===== config.mk =====
export PLATFORM = sky130hd
export DESIGN_NAME = bram32_wb_slave
export DESIGN_NICKNAME = d
export VERILOG_FILES = /design/src/rtl/bram32_wb_slave.sv
export SDC_FILE = /design/constraint.sdc
export NUM_CORES = 1
export LEC_CHECK = 0
export ABC_AREA = 1
export BUFFER_PORTS_ARGS = -buffer_cell sky130_fd_sc_hd__buf_2
export CORE_MARGIN = 2
export CORE_UTILIZATION = 51
export DETAILED_ROUTE_END_ITERATION = 8
export PLACE_DENSITY = 0.8
export SLEW_MARGIN = 20
export SYNTH_ARGS = -nofsm -noshare
export SYNTH_HDL_FRONTEND = slang
export SYNTH_SLANG_ARGS = --single-unit
export TNS_END_PERCENT = 100

===== constraint.sdc =====
create_clock -name sys_clk -period 1.62 [get_ports sys_clk]
set_input_delay 0.162 -clock sys_clk [delete_from_list [all_inputs] [get_ports sys_clk]]
set_output_delay 0.162 -clock sys_clk [all_outputs]
set_load 0.005 [all_outputs]

===== src/rtl/bram32_wb_slave.sv =====
// Wishbone classic slave in front of a 32-bit single-port block RAM without byte enables.
// Partial-lane writes become read-merge-write; `define BRAM32_WB_SLAVE_ERR_EN to err-ack out-of-range addresses.
module bram32_wb_slave #(
  parameter int adr_width = 11
) (
  input  logic        sys_clk,
  input  logic        sys_rst_n,
  input  logic        wb_cyc_i,
  input  logic        wb_stb_i,
  input  logic        wb_we_i,
  input  logic [15:0] wb_adr_i,
  input  logic [3:0]  wb_sel_i,
  input  logic [31:0] wb_dat_i,
  output logic [31:0] wb_dat_o,
  output logic        wb_ack_o,
  output logic        wb_err_o,
  output logic [15:0] bram_a,
  output logic        bram_we,
  output logic [31:0] bram_do,
  input  logic [31:0] bram_di
);

  typedef enum logic [2:0] {IDLE, ISSUE, WAIT, WRB, ACK} state_t;

  state_t      state, state_nxt;
  logic        req_we, req_we_nxt;
  logic [3:0]  req_sel, req_sel_nxt;
  logic [31:0] req_dat, req_dat_nxt;
  logic [31:0] dat_o_nxt, bram_do_nxt, merged;
  logic [15:0] bram_a_nxt;
  logic        ack_nxt, err_nxt, bram_we_nxt;
  logic        start, adr_bad, full_wr;

  assign start   = wb_cyc_i & wb_stb_i & ~wb_ack_o;
  assign full_wr = req_we & (req_sel == 4'hF);

`ifdef BRAM32_WB_SLAVE_ERR_EN
  assign adr_bad = |wb_adr_i[15:adr_width];
`else
  assign adr_bad = 1'b0;
`endif

  // Unselected lanes keep the word the RAM just returned.
  always_comb begin
    merged = bram_di;
    for (int i = 0; i < 4; i++)
      if (req_sel[i]) merged[8*i +: 8] = req_dat[8*i +: 8];
  end

  always_ff @(posedge sys_clk or negedge sys_rst_n)
    if (!sys_rst_n) state <= IDLE;
    else            state <= state_nxt;

  always_comb begin
    state_nxt = state;
    case (state)
      IDLE:    if (start) state_nxt = adr_bad ? ACK : ISSUE;
      ISSUE:   if (!wb_cyc_i) state_nxt = IDLE;
               else           state_nxt = full_wr ? ACK : WAIT;
      WAIT:    if (!wb_cyc_i) state_nxt = IDLE;
               else           state_nxt = req_we ? WRB : ACK;
      WRB:     state_nxt = wb_cyc_i ? ACK : IDLE;
      ACK:     state_nxt = IDLE;
      default: state_nxt = IDLE;
    endcase
  end

  always_comb begin
    dat_o_nxt   = wb_dat_o;
    ack_nxt     = wb_ack_o;
    err_nxt     = wb_err_o;
    bram_a_nxt  = bram_a;
    bram_we_nxt = bram_we;
    bram_do_nxt = bram_do;
    req_we_nxt  = req_we;
    req_sel_nxt = req_sel;
    req_dat_nxt = req_dat;
    case (state)
      IDLE:
        if (start) begin
          if (adr_bad) begin
            err_nxt = 1'b1;
          end else begin
            bram_a_nxt  = wb_adr_i;
            bram_do_nxt = wb_dat_i;
            bram_we_nxt = wb_we_i & (wb_sel_i == 4'hF);
            req_we_nxt  = wb_we_i;
            req_sel_nxt = wb_sel_i;
            req_dat_nxt = wb_dat_i;
          end
        end
      ISSUE: begin
        bram_we_nxt = 1'b0;
        if (wb_cyc_i && full_wr) ack_nxt = 1'b1;
      end
      WAIT:
        if (wb_cyc_i) begin
          if (req_we) begin
            bram_do_nxt = merged;
            bram_we_nxt = 1'b1;
          end else begin
            dat_o_nxt = bram_di;
            ack_nxt   = 1'b1;
          end
        end
      WRB: begin
        bram_we_nxt = 1'b0;
        if (wb_cyc_i) ack_nxt = 1'b1;
      end
      ACK: begin
        ack_nxt = 1'b0;
        err_nxt = 1'b0;
      end
      default: bram_we_nxt = 1'b0;
    endcase
  end

  always_ff @(posedge sys_clk or negedge sys_rst_n)
    if (!sys_rst_n) begin
      wb_dat_o <= '0;
      wb_ack_o <= 1'b0;
      wb_err_o <= 1'b0;
      bram_a   <= '0;
      bram_we  <= 1'b0;
      bram_do  <= '0;
      req_we   <= 1'b0;
      req_sel  <= '0;
      req_dat  <= '0;
    end else begin
      wb_dat_o <= dat_o_nxt;
      wb_ack_o <= ack_nxt;
      wb_err_o <= err_nxt;
      bram_a   <= bram_a_nxt;
      bram_we  <= bram_we_nxt;
      bram_do  <= bram_do_nxt;
      req_we   <= req_we_nxt;
      req_sel  <= req_sel_nxt;
      req_dat  <= req_dat_nxt;
    end

endmodule


# --- Word-level counts from Yosys, hierarchy flattened ---
# Cells that the tools add are included.
totals:
  ff_bits: 122
  output_inout_bits: 83
classes:
  eq_ne: 12
  mux: 24
  n_bitwise: 7
  n_reduce_logical: 9
op_table:
  columns: ["cell", "count"]
  rows:
  - ["32-bit 2-to-1 mux", 3]
  - ["32-bit case mux with 2 select lines", 1]
  - ["8-bit 2-to-1 mux", 4]
  - ["3-bit 2-to-1 mux", 6]
  - ["2-bit != test (second input constant)", 6]
  - ["3-bit case mux with 4 select lines", 1]
  - ["4-bit equality test (second input constant)", 2]
  - ["4-bit AND reduction", 2]
  - ["1-bit 2-to-1 mux", 7]
  - ["3-bit by 2-bit equality test with 1-bit output (second input constant)", 2]
  - ["5-bit AND reduction", 1]
  - ["1-bit bitwise AND", 4]
  - ["1-bit case mux with 4 select lines", 1]
  - ["4-bit nonzero test", 1]
  - ["3-bit by 1-bit equality test with 1-bit output (second input constant)", 1]
  - ["3-bit equality test (second input constant)", 1]
  - ["3-bit logical NOT", 1]
  - ["1-bit NOT", 3]
  - ["1-bit case mux with 3 select lines", 1]
  - ["3-bit AND reduction", 1]
  - ["2-bit AND reduction", 1]
  - ["2-bit nonzero test", 1]
  - ["1-bit logical AND", 1]

# --- Logic depth before layout (Yosys ltp) ---
# Gate-level depths: netlist of the first run.
depth:
  word_depth: 5
  ltp_mapped: 9
  ltp_nobuf: 7

# --- Worst setup path before layout of the first run ---
# OpenSTA, ideal clock, no wires.
synth_timing:
  path_kind: "register -> register"
  start: "reg state[0]"
  end: "reg wb_dat_o[0]"
  setup_ns: 0.121
  t_arrival_ns: 1.171
  slack_ns: 0.328
  stages_incl_launch_ff: 6
  path_buffers: 1
  synth_period_minus_slack_ns: 1.292
  cell_sequence: "dfrtp_1 nor3_4 nand3_2 clkbuf_1 nand2_1 o21ai_1"
synth_via:
  elab_chain_cells: 2
synth_rtl:
  columns: ["item", "line_no", "source"]
  rows:
  - ["start, declared", "25", "state_t state, state_nxt;"]
  - ["start signal, assigned", "52", "else state <= state_nxt;"]
  - ["3-bit by 2-bit equality test with 1-bit output", "78", "case (state)"]
  - ["3-bit AND reduction (no source line)", null, null]
  - ["end signal, assigned", "130", "wb_dat_o <= dat_o_nxt;"]
  - ["end, declared", "14", "output logic [31:0] wb_dat_o,"]
# Every way passes these cells.
# A chain may end at the register's enable or synchronous reset.

# --- Worst setup path after layout of the first run ---
layout_timing:
  start: "reg state[0]"
  end: "reg bram_do[3]"
layout_via:
  elab_chain_cells: 3
  elab_cells_between_ends: 8
  cone_classes: "4 x eq/ne; 1 x mux; 3 x reduce/logical"
layout_rtl:
  columns: ["item", "line_no", "source"]
  rows:
  - ["3-bit by 2-bit equality test with 1-bit output or 3-bit logical NOT (tied branches)", "78", null]
  - ["2-bit != test (no source line) or 2-bit nonzero test (tied branches)", null, null]
  - ["4-bit AND reduction (no source line)", null, null]
  - ["end signal, assigned", "135", "bram_do <= bram_do_nxt;"]
  - ["end, declared", "19", "output logic [31:0] bram_do,"]
# Parallel ways exist; a longest one is shown, timed or not.

==> key figures, run 1 <==
Clock network
  • Post-CTS Setup Repair Bufs: 0
  • TritonCTS Sinks: 122
  • Clock root buffer: clkbuf_8
  • Clock transition at the registers of the reported paths: 0.06 ns
  • Worst-Skew Late Latency: 0.50 ns
  • Clk buf depth: 2
  • CTS tree: built
  • H-tree depth: 4
  • CTS buffer count: 17

Floorplan
  • Initial Utilization: 0.516
  • Die width: 108 um
  • Num rows: 38
  • Die height: 108 um
  • CORE AREA: 10700 um2
  • Die area: 11700 um2
  • I/O Pins: 172

Place
  • Post-Place Cell Area: 6510 um2
  • Post-DP HPWL: 8760 um
  • Routability cong.: 0.778
  • PortBufs: 170
  • Post-Place Cells: 979

Global route
  • Maximum number of pins on one net before global-route repair: 90
  • Initial antenna violation count: 0
  • Global Route Usage Sum: 0.270
  • Vias in the first global route: 5221
  • First-pass GRT wire length: 24500 um
  • Remaining global-route overflow: 0

Yosys
  • Synth Area per Inst: 7.99 um2
  • Distinct cells, synth: 23
  • Yosys top cell area share: 0.551
  • Post-synthesis cell count: 694
  • Synthesized area: 5550 um2
  • Synth warn: 0
  • Area contributors post-synth: dfrtp_1, nand2_1, o21ai_0
  • Syn_nets: 783
  • Flops & latches, synth: 122
  • Dominant cell type by area after synthesis: dfrtp_1
  • Seq/Total Area, Yosys: 0.551

Hold path
  • WHS Endpoint: bram_a[7]
  • WHS Path Cells: 6
  • Worst hold start: wb_stb_i
  • Hold WC Path Type: input port to flop

STA
  • Setup-failing EPs final: 0
  • RSZ-0062 raised after global routing: false
  • Fin. Hold Viols: 0
  • Highest clock rate: 689 MHz
  • Final worst path period need: 1.45 ns
  • Hold WS: 0.186 ns
  • Setup_tns: 0 ns
  • Final slew viol count: 0
  • Post-route clock period utilization: 0.896
  • Worst Clk Skew: 0.00608 ns

Final layout
  • Fin cells: 1097
  • Share of cells above drive strength 1: 0.238
  • Layout Nets: 1034
  • Fin area: 7960 um2
  • Filler instances: 768
  • Ant. Diodes: 0
  • Area of the multi-input gates: 1950 um2
  • Syn-to-layout area delta: 43.6%
  • Storage cell area: 3050 um2

Critical path
  • CP Max Fanout: 32
  • Critical R2R Capture: bram_do[3]
  • Reg-to-reg slack, setup: 0.17 ns
  • Worst Path Class, Setup: flop to flop
  • Crit path capture type: flop
  • CP required: 2.06 ns
  • Worst path arrival time: 1.89 ns
  • Worst r2r path cells: 8
  • Type of origin of the critical path: flop
  • Worst r2r src: state[0]

Power
  • Lkg Pwr: 4.34 nW
  • Switching part of the total: 0.355
  • Sequential power share: 0.375
  • Clock power frac: 0.271
  • Net switching power: 0.00484 W
  • VDD IR max: 1040 uV
  • Gate power share: 0.354
  • Overall power: 0.0136 W
  • Cell Int Power: 0.00878 W
  • PwrDens: 1710 nW/um2

Route
  • Routed vias: 5349
  • Pre-Repair DR Iteration Count: 5
  • Final WL: 15000 um
  • DR WL/cell: 13.7 um
  • Vias/cell: 4.88
  • Post-DRT Antenna Nets: 0
  • Drt drc: 0
  • Iter 0 DRT Violations: 307

Status
  • Status: finished clean

Job
  • # Max-Cap Violations: 0
cell usage after synthesis (all sizes together):
master,number
nor2,11
a21oi,2
conb,1
nand4,1
nor3,1
dfrtp,122
nand3,26
o21bai,1
o21ai,132
nand2,279
buf,30
clkbuf,12
inv,76
sequential cells by signal (all words and copies together), names as in the netlist, 3 cells and up:
signal,cells
bram_do,32
req_dat,32
wb_dat_o,32
bram_a,16
req_sel,4
state,3
placed cells by master (no fill, tap or decap), drive strengths merged:
cell type	synthesis	layout
buf	30	187
o21bai	1	1
dlygate4sd3	0	87
nand3	26	26
nor2	11	11
nand4	1	1
conb	1	1
clkbuf	12	19
clkinvlp	0	3
nand2	279	279
bufinv	0	3
nor3	1	1
o21ai	132	132
inv	76	76
clkinv	0	6
dfrtp	122	122
a21oi	2	2
layer usage:
layer,vias to the layer above,track usage,share of wire,wire length [um]
met4,0,0.125,0.032,485
met5,-,0,0,0
met2,205,0.459,0.50,7490
li1,2660,-,-,-
met1,2439,0.330,0.42,6280
met3,45,0.0567,0.052,775
worst max path at each step:
stage | startpoint | cells after the start | slack (ns) | to
finish | state[0] | 8 | 0.17 | bram_do[3]
global route | state[0] | 5 | 0.06 | wb_dat_o[28]
CTS | state[0] | 5 | 0.13 | wb_dat_o[8]
detailed placement | state[0] | 5 | 0.14 | wb_dat_o[8]
global placement | state[0] | 5 | 0.20 | wb_dat_o[8]
floorplan | state[0] | 5 | 0.33 | wb_dat_o[0]
per-stage QoR:
step / setup slack [ns] / util
after floorplan: 0.328 / -
after global placement: 0.198 / 0.605
after detailed placement: 0.141 / 0.605
after CTS: 0.125 / 0.741
after global routing: 0.0552 / 0.741
final: 0.168 / 0.741
area by class of cell:
type | count | share of cell area
repair buffers | 274 | 0.241
inverters | 76 | 0.0358
clock buffers | 19 | 0.0542
well taps | 140 | 0.0220
clock inverters | 12 | 0.0189
multi-input cells | 454 | 0.245
flip-flops and latches | 122 | 0.383
power groups by stage:
| stage | sequential [W] | combinational, W | clock (W) |
|---|---|---|---|
| 5_1_grt | 0.00525 | 0.00555 | 0.00392 |
| 4_1_cts | 0.00507 | 0.00482 | 0.00373 |
| 3_3_place_gp | 0.00507 | 0.00449 | 0 |
| 6_report | 0.00510 | 0.00482 | 0.00369 |
| 2_1_floorplan | 0.00510 | 0.00280 | 0 |
| 3_5_place_dp | 0.00509 | 0.00464 | 0 |
worst max-delay path: stages (launching register included):
cell	delay, ns
dfrtp_1	0.43
nor2_2	0.19
nand2_1	0.12
nor2_2	0.16
nor2_4	0.07
inv_2	0.07
buf_12	0.19
nand2_1	0.08
nand2_1	0.08
repair_timing:
item,CTS,global route
resized for setup,0,1
hold buffers,87,0
setup endpoints to repair,0,1
hold endpoints to repair,208,0
kinds of logic after synthesis:
logic type | synth area share
other cells | 0.000676
buf+inv | 0.0979
flops | 0.551
compound gates | 0.123
simple gates | 0.228
No activity file was read; power rests on OpenSTA's default activity.
==> run 2: changes to the inputs <==
--- a/config.mk
+++ b/config.mk
@@ -5,12 +5,12 @@
 export SDC_FILE = /design/constraint.sdc
 export NUM_CORES = 1
 export LEC_CHECK = 0
-export ABC_AREA = 1
+export ABC_AREA = 0
 export BUFFER_PORTS_ARGS = -buffer_cell sky130_fd_sc_hd__buf_2
 export CORE_MARGIN = 2
-export CORE_UTILIZATION = 51
+export CORE_UTILIZATION = 52
 export DETAILED_ROUTE_END_ITERATION = 8
-export PLACE_DENSITY = 0.8
+export PLACE_DENSITY = 0.81
 export SLEW_MARGIN = 20
 export SYNTH_ARGS = -nofsm -noshare
 export SYNTH_HDL_FRONTEND = slang
==> run 2 against run 1 <==
The flow now finishes with violations (setup timing). Critical path depth fell by 4. Worst setup slack got worse by 0.26 ns. First-iteration DRC count down 50%. Die area rose by 1.3%. Synthesized cell count fell by 49%.
==> key figures, run 2 <==
Clock network
  • CTS buffer count: 17 (unchanged)
  • Clock transition at the registers of the reported paths: 0.05 ns (was 0.06 ns)
  • Worst-Skew Late Latency: 0.52 ns (was 0.50 ns)
  • H-tree depth: 4 (unchanged)
  • Clock root buffer: clkbuf_8 (unchanged)
  • Clk buf depth: 2 (unchanged)
  • CTS tree: built (unchanged)
  • TritonCTS Sinks: 122 (unchanged)

Global route
  • First-pass GRT wire length: 22600 um (was 24500 um)
  • Remaining global-route overflow: 0 (unchanged)
  • Maximum number of pins on one net before global-route repair: 123 (was 90)
  • Global Route Usage Sum: 0.257 (was 0.270)
  • Initial antenna violation count: 0 (unchanged)
  • Vias in the first global route: 4464 (was 5221)

Status
  • Status: finished with violations (was finished clean)
  • Violated checks: setup timing

Final layout
  • Filler instances: 616 (was 768)
  • Commonest non-fill, non-tap cell in the layout: buf_2 (was nand2_1)
  • Syn-to-layout area delta: 47.3% (was 43.6%)
  • Share of cells above drive strength 1: 0.639 (was 0.238)
  • Final Util: 0.782 (was 0.741)
  • Most frequent cells in the layout: buf_2, dfrtp_1, mux2_2, dlygate4sd3_1, mux2_4 (was nand2_1, buf_2, dfrtp_1, o21ai_0, dlygate4sd3_1)
  • Layout Nets: 732 (was 1034)
  • Ant. Diodes: 0 (unchanged)
  • Fin cells: 793 (was 1097)
  • Largest regs: bram_do x32, req_dat x32, wb_dat_o x32 (unchanged)

Floorplan
  • CORE AREA: 10800 um2 (was 10700 um2)
  • Die height: 109 um (was 108 um)
  • Num rows: 38 (unchanged)
  • I/O Pins: 172 (unchanged)
  • Initial Utilization: 0.531 (was 0.516)
  • Die width: 109 um (was 108 um)
  • Die area: 11900 um2 (was 11700 um2)

STA
  • Final worst path period need: 1.71 ns (was 1.45 ns)
  • Final worst slack: -0.0897 ns (was 0.168 ns)
  • Highest clock rate: 585 MHz (was 689 MHz)
  • RSZ-0062 raised after global routing: true (was false)
  • Fin. Hold Viols: 0 (unchanged)
  • Worst-margin pin slew: 0.644 ns
  • Worst Clk Skew: 0.00849 ns (was 0.00608 ns)
  • Slew Limit Headroom: 0.571
  • Final slew viol count: 0 (unchanged)
  • Post-route clock period utilization: 1.06 (was 0.896)
  • Setup-failing EPs final: 85 (was 0)

Yosys
  • Distinct cells, synth: 32 (was 23)
  • Synth Area in Compound Gates: 0.0164 (was 0.123)
  • Synth cell count leaders: mux2_2, dfrtp_1, mux2_4 (was nand2_1, dfrtp_1, o21ai_0)
  • Syn_nets: 446 (was 783)
  • Post-Synth XOR/XNOR Area: 0 (unchanged)
  • Seq/Total Area, Yosys: 0.533 (was 0.551)
  • EDFF count, synth: 0 (unchanged)
  • Adder-cell share of the synthesized area: 0 (unchanged)
  • Synth Area per Inst: 16.0 um2 (was 7.99 um2)
  • Largest family of logic cells by synthesized area: multiplexers (was simple AND/OR/NAND/NOR gates)
  • FFs w/ async S/R, synth: 1.00 (unchanged)
  • Mux share of post-synthesis cell area: 0.389 (was 0)
  • Synthesized area: 5730 um2 (was 5550 um2)
  • Synth Area in Simple Gates: 0.0227 (was 0.228)
  • Ys flop type: dfrtp_1 (unchanged)
  • Dominant cell type by area after synthesis: dfrtp_1 (unchanged)
  • Post-synthesis cell count: 357 (was 694)
  • Yosys top cell area share: 0.533 (was 0.551)
  • Synth warn: 0 (unchanged)
  • Count leader, synth: mux2_2 (was nand2_1)
  • Area contributors post-synth: dfrtp_1, mux2_2, mux2_4 (was dfrtp_1, nand2_1, o21ai_0)
  • Flops & latches, synth: 122 (unchanged)

Critical path
  • CP Max Fanout: 8 (was 32)
  • Type of origin of the critical path: flop (unchanged)
  • Crit path capture type: flop (unchanged)
  • Worst r2r src: state[1] (was state[0])
  • Worst r2r path cells: 4 (was 8)
  • Worst path arrival time: 2.11 ns (was 1.89 ns)
  • Critical path origin: state[1] (was state[0])
  • Critical R2R Capture: bram_a[11] (was bram_do[3])
  • Reg-to-reg slack, setup: -0.09 ns (was 0.17 ns)
  • Worst Path Class, Setup: flop to flop (unchanged)
  • CP required: 2.02 ns (was 2.06 ns)

Job
  • # Max-Cap Violations: 0 (unchanged)

Route
  • Routed vias: 4056 (was 5349)
  • DR WL/cell: 19.1 um (was 13.7 um)
  • Pre-Repair DR Iteration Count: 4 (was 5)
  • Final WL: 15100 um (was 15000 um)
  • Drt drc: 0 (unchanged)
  • Vias/cell: 5.11 (was 4.88)
  • Iter 0 DRT Violations: 152 (was 307)
  • Post-DRT Antenna Nets: 0 (unchanged)

Place
  • Routability cong.: 0.742 (was 0.778)
  • Post-DP HPWL: 8880 um (was 8760 um)
  • Post-Place Cells: 668 (was 979)
  • PortBufs: 170 (unchanged)

Power
  • VDD IR max: 939 uV (was 1040 uV)
  • Lkg Pwr: 4.16 nW (was 4.34 nW)
  • PwrDens: 1680 nW/um2 (was 1710 nW/um2)

Hold path
  • Hold WC Path Type: input port to asynchronous set/reset pin (was input port to flop)
==> run 2: layer usage <==
layer | part of all wire | wire length [um] | vias up | GRT usage
met5 | 0 | 0 | - | 0
met4 | 0.019 | 287 | 0 | 0.101
met3 | 0.046 | 696 | 26 | 0.0705
met2 | 0.54 | 8110 | 117 | 0.461
met1 | 0.40 | 6020 | 2053 | 0.288
li1 | - | - | 1860 | -
==> run 2: cells by family after synthesis <==
family | Yosys count
flip-flops | 122
AO/OA/AOI/OAI | 12
AND/OR/NAND/NOR | 17
other | 1
buffers and inverters | 24
multiplexers | 181
==> run 2: through the flow <==
stage	total power [W]	setup slack, ns	hold slack, ns	setup TNS [ns]	area [um2]
after floorplan	0.00843	-0.0800	-0.134	-5.45	5750
after detailed placement	0.0103	-0.113	0.322	-2.80	6770
after CTS	0.0140	-0.0846	0.275	-2.64	8270
after global placement	0.0100	-0.0394	0.311	-0.777	6770
after global routing	0.0149	-0.149	0.286	-10.43	8440
final	0.0142	-0.0897	0.284	-5.71	8440
==> run 2: worst max-delay path by stage <==
| stage | endpoint | slack [ns] | cells after the start |
|---|---|---|---|
| 2_1_floorplan | bram_do[10] | -0.08 | 4 |
| 3_3_place_gp | bram_do[13] | -0.04 | 5 |
| 3_5_place_dp | bram_do[15] | -0.11 | 5 |
| 4_1_cts | bram_do[8] | -0.08 | 4 |
| 5_1_grt | bram_do[8] | -0.15 | 4 |
| 6_report | bram_a[11] | -0.09 | 4 |
==> run 2: worst max-delay path, cell delays in order (launching register included) <==
cell	delay (ns)
dfrtp_1	0.39
or3b_4	0.43
nand2b_4	0.25
clkbuf_16	0.22
mux2_4	0.30
==> run 2: area by class of cell <==
class                           count  area, um2  share of cell area
Inverter                            3       11.3             0.00133
Clock inverter                      3       40.0             0.00474
Multi-Input combinational cell    211       2530               0.300
Tap cell                          140        175              0.0208
Clock buffer                       26        478              0.0566
Timing Repair Buffer              288       2140               0.254
Sequential cell                   122       3060               0.362
==> run 2: power breakdown <==
part | internal [W] | switching [W]
sequential | 0.00455 | 0.000979
combinational | 0.00351 | 0.00181
clock | 0.00212 | 0.00123
total | 0.0102 | 0.00402
==> run 2: timing repair <==
action                     4_1_cts  5_1_grt
setup endpoints to repair       83      115
setup buffers                    4        0
hold endpoints to repair       209        0
resized for setup               22       26
cloned                           2        3
hold buffers                    87        0
pin swaps                        0        1
